`src/rtl/as_pkg.sv`:
```
// Shared definitions for the pipelined add/sub accumulator: op encoding and default width.
package as_pkg;

  localparam int AS_WIDTH = 30;

  typedef enum logic [1:0] {
    OP_ADD     = 2'd0,
    OP_SUB     = 2'd1,
    OP_ACC_ADD = 2'd2,
    OP_ACC_SUB = 2'd3
  } as_op_e;

  function automatic logic op_is_acc(input logic [1:0] op);
    return (op == OP_ACC_ADD) || (op == OP_ACC_SUB);
  endfunction

  function automatic logic op_is_sub(input logic [1:0] op);
    return (op == OP_SUB) || (op == OP_ACC_SUB);
  endfunction

endpackage

```
`src/rtl/as_core.sv`:
```
// Combinational signed add/sub on WIDTH+1-bit operands with overflow detection
// and optional clamp to the WIDTH+1-bit signed range.
module as_core
  import as_pkg::*;
#(
  parameter int WIDTH = AS_WIDTH
) (
  input  logic signed [WIDTH:0] operand_a,
  input  logic signed [WIDTH:0] operand_b,
  input  logic                  sub,
  input  logic                  sat,
  output logic signed [WIDTH:0] result,
  output logic                  ovf
);

  logic signed [WIDTH+1:0] sum_wide;
  logic signed [WIDTH:0]   max_val;
  logic signed [WIDTH:0]   min_val;

  always_comb begin
    max_val = {1'b0, {WIDTH{1'b1}}};
    min_val = {1'b1, {WIDTH{1'b0}}};
    if (sub) begin
      sum_wide = {operand_a[WIDTH], operand_a} - {operand_b[WIDTH], operand_b};
    end else begin
      sum_wide = {operand_a[WIDTH], operand_a} + {operand_b[WIDTH], operand_b};
    end
    // The two top bits disagree exactly when the sum leaves the WIDTH+1 range.
    ovf    = sum_wide[WIDTH+1] ^ sum_wide[WIDTH];
    result = sum_wide[WIDTH:0];
    if (ovf && sat) begin
      result = sum_wide[WIDTH+1] ? min_val : max_val;
    end
  end

endmodule

```
`src/rtl/as_pipe_acc.sv`:
```
// Two-stage valid/ready add/sub pipeline with a running accumulator that always
// holds the most recent result; stage B and Acc are written on the same edge.
module as_pipe_acc
  import as_pkg::*;
#(
  parameter int WIDTH = AS_WIDTH
) (
  input  logic                    clk,
  input  logic                    rst,
  input  logic                    In_valid,
  output logic                    In_ready,
  input  logic signed [WIDTH-1:0] In_1,
  input  logic signed [WIDTH-1:0] In_2,
  input  logic [1:0]              Op,
  input  logic                    Sat,
  output logic                    Out_valid,
  input  logic                    Out_ready,
  output logic signed [WIDTH:0]   Out,
  output logic                    Ovf
);

  logic                    a_valid_q, a_valid_d;
  logic signed [WIDTH-1:0] a_in1_q, a_in1_d;
  logic signed [WIDTH-1:0] a_in2_q, a_in2_d;
  logic [1:0]              a_op_q, a_op_d;
  logic                    a_sat_q, a_sat_d;

  logic                    b_valid_q, b_valid_d;
  logic signed [WIDTH:0]   out_q, out_d;
  logic                    ovf_q, ovf_d;
  logic signed [WIDTH:0]   acc_q, acc_d;

  logic                    b_advance;
  logic                    in_accept;
  logic                    is_acc;
  logic signed [WIDTH:0]   core_a, core_b, core_result;
  logic                    core_sub, core_sat, core_ovf;

  assign b_advance = !b_valid_q || Out_ready;
  assign In_ready  = !rst && (!a_valid_q || b_advance);
  assign in_accept = In_valid && In_ready;

  // Accumulate ops pair Acc with In_1; exact ops pair the two inputs.
  always_comb begin
    is_acc   = op_is_acc(a_op_q);
    core_sub = op_is_sub(a_op_q);
    core_sat = is_acc && a_sat_q;
    if (is_acc) begin
      core_a = acc_q;
      core_b = {a_in1_q[WIDTH-1], a_in1_q};
    end else begin
      core_a = {a_in1_q[WIDTH-1], a_in1_q};
      core_b = {a_in2_q[WIDTH-1], a_in2_q};
    end
  end

  as_core #(
    .WIDTH(WIDTH)
  ) u_core (
    .operand_a(core_a),
    .operand_b(core_b),
    .sub      (core_sub),
    .sat      (core_sat),
    .result   (core_result),
    .ovf      (core_ovf)
  );

  always_comb begin
    a_valid_d = a_valid_q;
    a_in1_d   = a_in1_q;
    a_in2_d   = a_in2_q;
    a_op_d    = a_op_q;
    a_sat_d   = a_sat_q;
    if (in_accept) begin
      a_valid_d = 1'b1;
      a_in1_d   = In_1;
      a_in2_d   = In_2;
      a_op_d    = Op;
      a_sat_d   = Sat;
    end else if (b_advance) begin
      a_valid_d = 1'b0;
    end
  end

  always_comb begin
    b_valid_d = b_valid_q;
    out_d     = out_q;
    ovf_d     = ovf_q;
    acc_d     = acc_q;
    if (b_advance) begin
      b_valid_d = a_valid_q;
      if (a_valid_q) begin
        out_d = core_result;
        ovf_d = core_ovf;
        acc_d = core_result;
      end
    end
  end

  always_ff @(posedge clk) begin
    if (rst) begin
      a_valid_q <= 1'b0;
      b_valid_q <= 1'b0;
      out_q     <= '0;
      ovf_q     <= 1'b0;
      acc_q     <= '0;
    end else begin
      a_valid_q <= a_valid_d;
      b_valid_q <= b_valid_d;
      out_q     <= out_d;
      ovf_q     <= ovf_d;
      acc_q     <= acc_d;
    end
  end

  // Stage A payload is only meaningful alongside a_valid_q, so it needs no reset.
  always_ff @(posedge clk) begin
    a_in1_q <= a_in1_d;
    a_in2_q <= a_in2_d;
    a_op_q  <= a_op_d;
    a_sat_q <= a_sat_d;
  end

  assign Out_valid = b_valid_q;
  assign Out       = out_q;
  assign Ovf       = ovf_q;

endmodule

```
`config.mk`:
```
export PLATFORM = sky130hd
export DESIGN_NAME = as_pipe_acc
export DESIGN_NICKNAME = d
export VERILOG_FILES = /design/src/rtl/as_pkg.sv /design/src/rtl/as_core.sv /design/src/rtl/as_pipe_acc.sv
export SDC_FILE = /design/constraint.sdc
export NUM_CORES = 1
export LEC_CHECK = 0
export ABC_AREA = 1
export CAP_MARGIN = 0
export CORE_UTILIZATION = 31
export CTS_CLUSTER_DIAMETER = 120
export DETAILED_ROUTE_END_ITERATION = 10
export HOLD_SLACK_MARGIN = 0.12
export SYNTH_ARGS = -nofsm -noshare
export SYNTH_HDL_FRONTEND = slang
export SYNTH_SLANG_ARGS = --single-unit
```
`constraint.sdc`:
```
create_clock -name clk -period 6.3 [get_ports clk]
set_input_delay 0.63 -clock clk [delete_from_list [all_inputs] [get_ports clk]]
set_output_delay 0.63 -clock clk [all_outputs]
set_load 0.02 [all_outputs]
```
==> impl_metrics.tcl <==
set metrics [dict create \
    status "complete, but fails checks" \
    violations "DRC" \
    synth_nets 982 \
    dpl-instance-area_mm2 0.00804 \
    fin_crit_ns 5.32 \
    gp_congestion 0.869 \
    arrival_ns 5.55 \
    cts_resized 0 \
    antenna_left 0 \
    synth_top_cells_by_count "nand2_1, inv_1, o21ai_0, nor2_1, edfxtp_1" \
    synth_top_cell_area_share_pct 27.5 \
    io_pins 101 \
    tightest_slew_ns 0.896 \
    synth_seq_cells 97 \
    drt-wirelength-per-cell_um 14.1 \
    cts_root_buf "clkbuf_16" \
    remaining_drc_errors 1 \
    setup_viol 0 \
    antenna_cells 0 \
    synthCells 882 \
    cts_buffers 9 \
    crit_type "register to register" \
    grt_pass1_wl_mm 28.8 \
    clock_latency_ns 0.36 \
    critPathMaxFanout 23 \
    endpoint_kind "register" \
    setup_tns_ns 0 \
    nNetsFinal 1069 \
    yosysMostFrequentCell "nand2_1" \
    dpl.hpwl_mm 14.2 \
    dr.pass1.iters 8 \
    cts_tree "done" \
    syn_area_mm2 0.00689 \
    synth-async-reset-ratio_pct 0 \
    holdBufCountCts 0 \
    hold_class "register to register" \
    fin_util_pct 38.2 \
    synth_edf_count 63 \
    yosys_warnings 0 \
    crit_required_ns 6.54 \
    overflow 0 \
    seq_area_frac_synth_pct 37.4 \
    cts_max_path_buffers 2 \
    power.density_mw_per_mm2 233 \
    fin_crit_sh_pct 84.4 \
    drv_slew 0 \
    coreArea_mm2 0.0218 \
    routed_wl_mm 17.7 \
    fin_area_mm2 0.00834 \
    avgSynthCellArea_um2 7.81 \
    vdd_ir_drop_max_mv 0.138 \
    drive_gt1_share_pct 11.2 \
    hold_viol_final 0 \
    via_per_inst 4.63 \
    crit_path_start_kind "register" \
    fillCellCount 2272 \
    io_buffers 100 \
    finalPower_mw 1.94 \
    die_w_um 151 \
    vias 5811 \
    htreeDepth 3 \
    synth_area_leader_cell "edfxtp_1" \
    grt_antenna_before_repair 0 \
    area_delta_synth_final_pct 21.1 \
    grt_pass1_vias 5562 \
    die_y_um 151 \
    cts_sinks 97 \
    start_util_pct 31.6 \
    skew_ns 0.00845 \
    cts_setup_buffers 0 \
    cap_violations 0 \
    grtUsageTotal_pct 16.2 \
    drtIter0Drc 321 \
    max_freq_ghz 0.188 \
    rows 54 \
    ys_types 42 \
    max-slew-margin-rel_pct 40.2 \
    clk_pin_slew_worst_paths_ns 0.07 \
    yosys-top-cells-area "edfxtp_1, nand2_1, dfxtp_1, o21ai_0, inv_1" \
    p_leak_nw 3.58 \
    rsz0062_at_grt "false" \
    grt_max_degree 45 \
    ys.flop_type "edfxtp_1" \
    die_area_mm2 0.0228 \
]
[registers in the layout, indices dropped and copies added, names as in the netlist]
name,flops
a_sat_q,1
a_op_q,2
Out_valid,1
a_valid_q,1
Ovf,1
acc_q,31
a_in2_q,30
a_in1_q,30
[cells by family (layout without fill, tap and decap cells)]
logic type | Yosys count | after routing | synth area share (%)
AOI/OAI and AO/OA | 188 | 188 | 16.2
xor gates and xnor gates | 55 | 55 | 6.99
DFF | 97 | 97 | 37.4
buffers and inverters | 140 | 232 | 9.56
and+or+nand+nor | 369 | 369 | 23.8
adders and majority gates | 33 | 33 | 6.10
[report_power, final]
| group | internal, mW | leakage [nW] | switching (mW) |
|---|---|---|---|
| logic | 0.249 | 2.57 | 0.372 |
| clock network | 0.312 | 0.143 | 0.260 |
| registers | 0.717 | 0.871 | 0.0321 |
[area by class of cell]
cell class	instances	area, um^2	share of cell area, %
clock buffers	9	225	2.70
inverters	112	423	5.07
flip-flops and latches	97	2570	30.8
well taps	280	350	4.20
repair buffers	104	1030	12.4
multi-input cells	645	3660	43.9
clock inverters	7	76.3	0.915
[worst paths after layout]
path / start / to / slack (ns) / depth (start not counted)
max: a_op_q[1] / acc_q[9] / 0.98 / 25
min: a_valid_q / Out_valid / 0.49 / 2
max reg2reg: a_op_q[1] / acc_q[9] / 0.98 / 25
min reg2reg: a_valid_q / Out_valid / 0.49 / 2
[metal layers]
layer,global-route usage (%),share of wire (%),vias to the layer above
met5,0,0,-
li1,-,-,3051
met3,3.37,4.8,15
met1,24.6,54,2616
met4,3.95,1.1,0
met2,23.1,40,129
[stage by stage]
| step | hold WS [ns] | setup slack, ns | instances |
|---|---|---|---|
| final | 0.493 | 0.982 | 1254 |
| after global routing | 0.547 | 0.415 | 1254 |
| after CTS | 0.491 | 0.971 | 1254 |
| after detailed placement | 0.477 | 1.00 | 1238 |
| after global placement | 0.461 | 0.992 | 1238 |
| after floorplan | 0.445 | 2.14 | 882 |
[layout by cell type (no fill, tap or decap), drive strengths merged]
master         count
nand2            254
inv              114
clkdlybuf4s50    100
o21ai             90
a21oi             74
nor2              67
edfxtp            63
xor2              38
dfxtp             34
ha                32
nand3             29
xnor2             17
clkbuf             9
nand4              8
nor3               7
a21o               7
a31oi              4
a21boi             4
buf                4
o31ai              3
o21a               3
o211ai             2
clkinvlp           2
clkinv             2
o21bai             1
or2                1
nor3b              1
nand3b             1
nor4               1
fa                 1
bufinv             1
[worst max-delay path, stage by stage (launching register included)]
cell and delay (ns):
edfxtp_1 0.67, nand2_1 0.14, o21ai_2 0.15, ha_1 0.20, inv_1 0.05, nor3_1 0.31, nand2_1 0.13, nor2_1 0.25
nand4_1 0.17, nor2_1 0.21, nand3_1 0.14, nand2_1 0.12, o21a_1 0.17, xnor2_1 0.12, ha_1 0.35, a21oi_1 0.27
nand2_1 0.11, a21oi_1 0.18, nand2_1 0.06, a21oi_1 0.28, nand3_2 0.18, nand4_1 0.12, nand2_1 0.06, inv_2 0.23
buf_4 0.42, a21oi_2 0.10
Power figures use the tool's default switching activity.
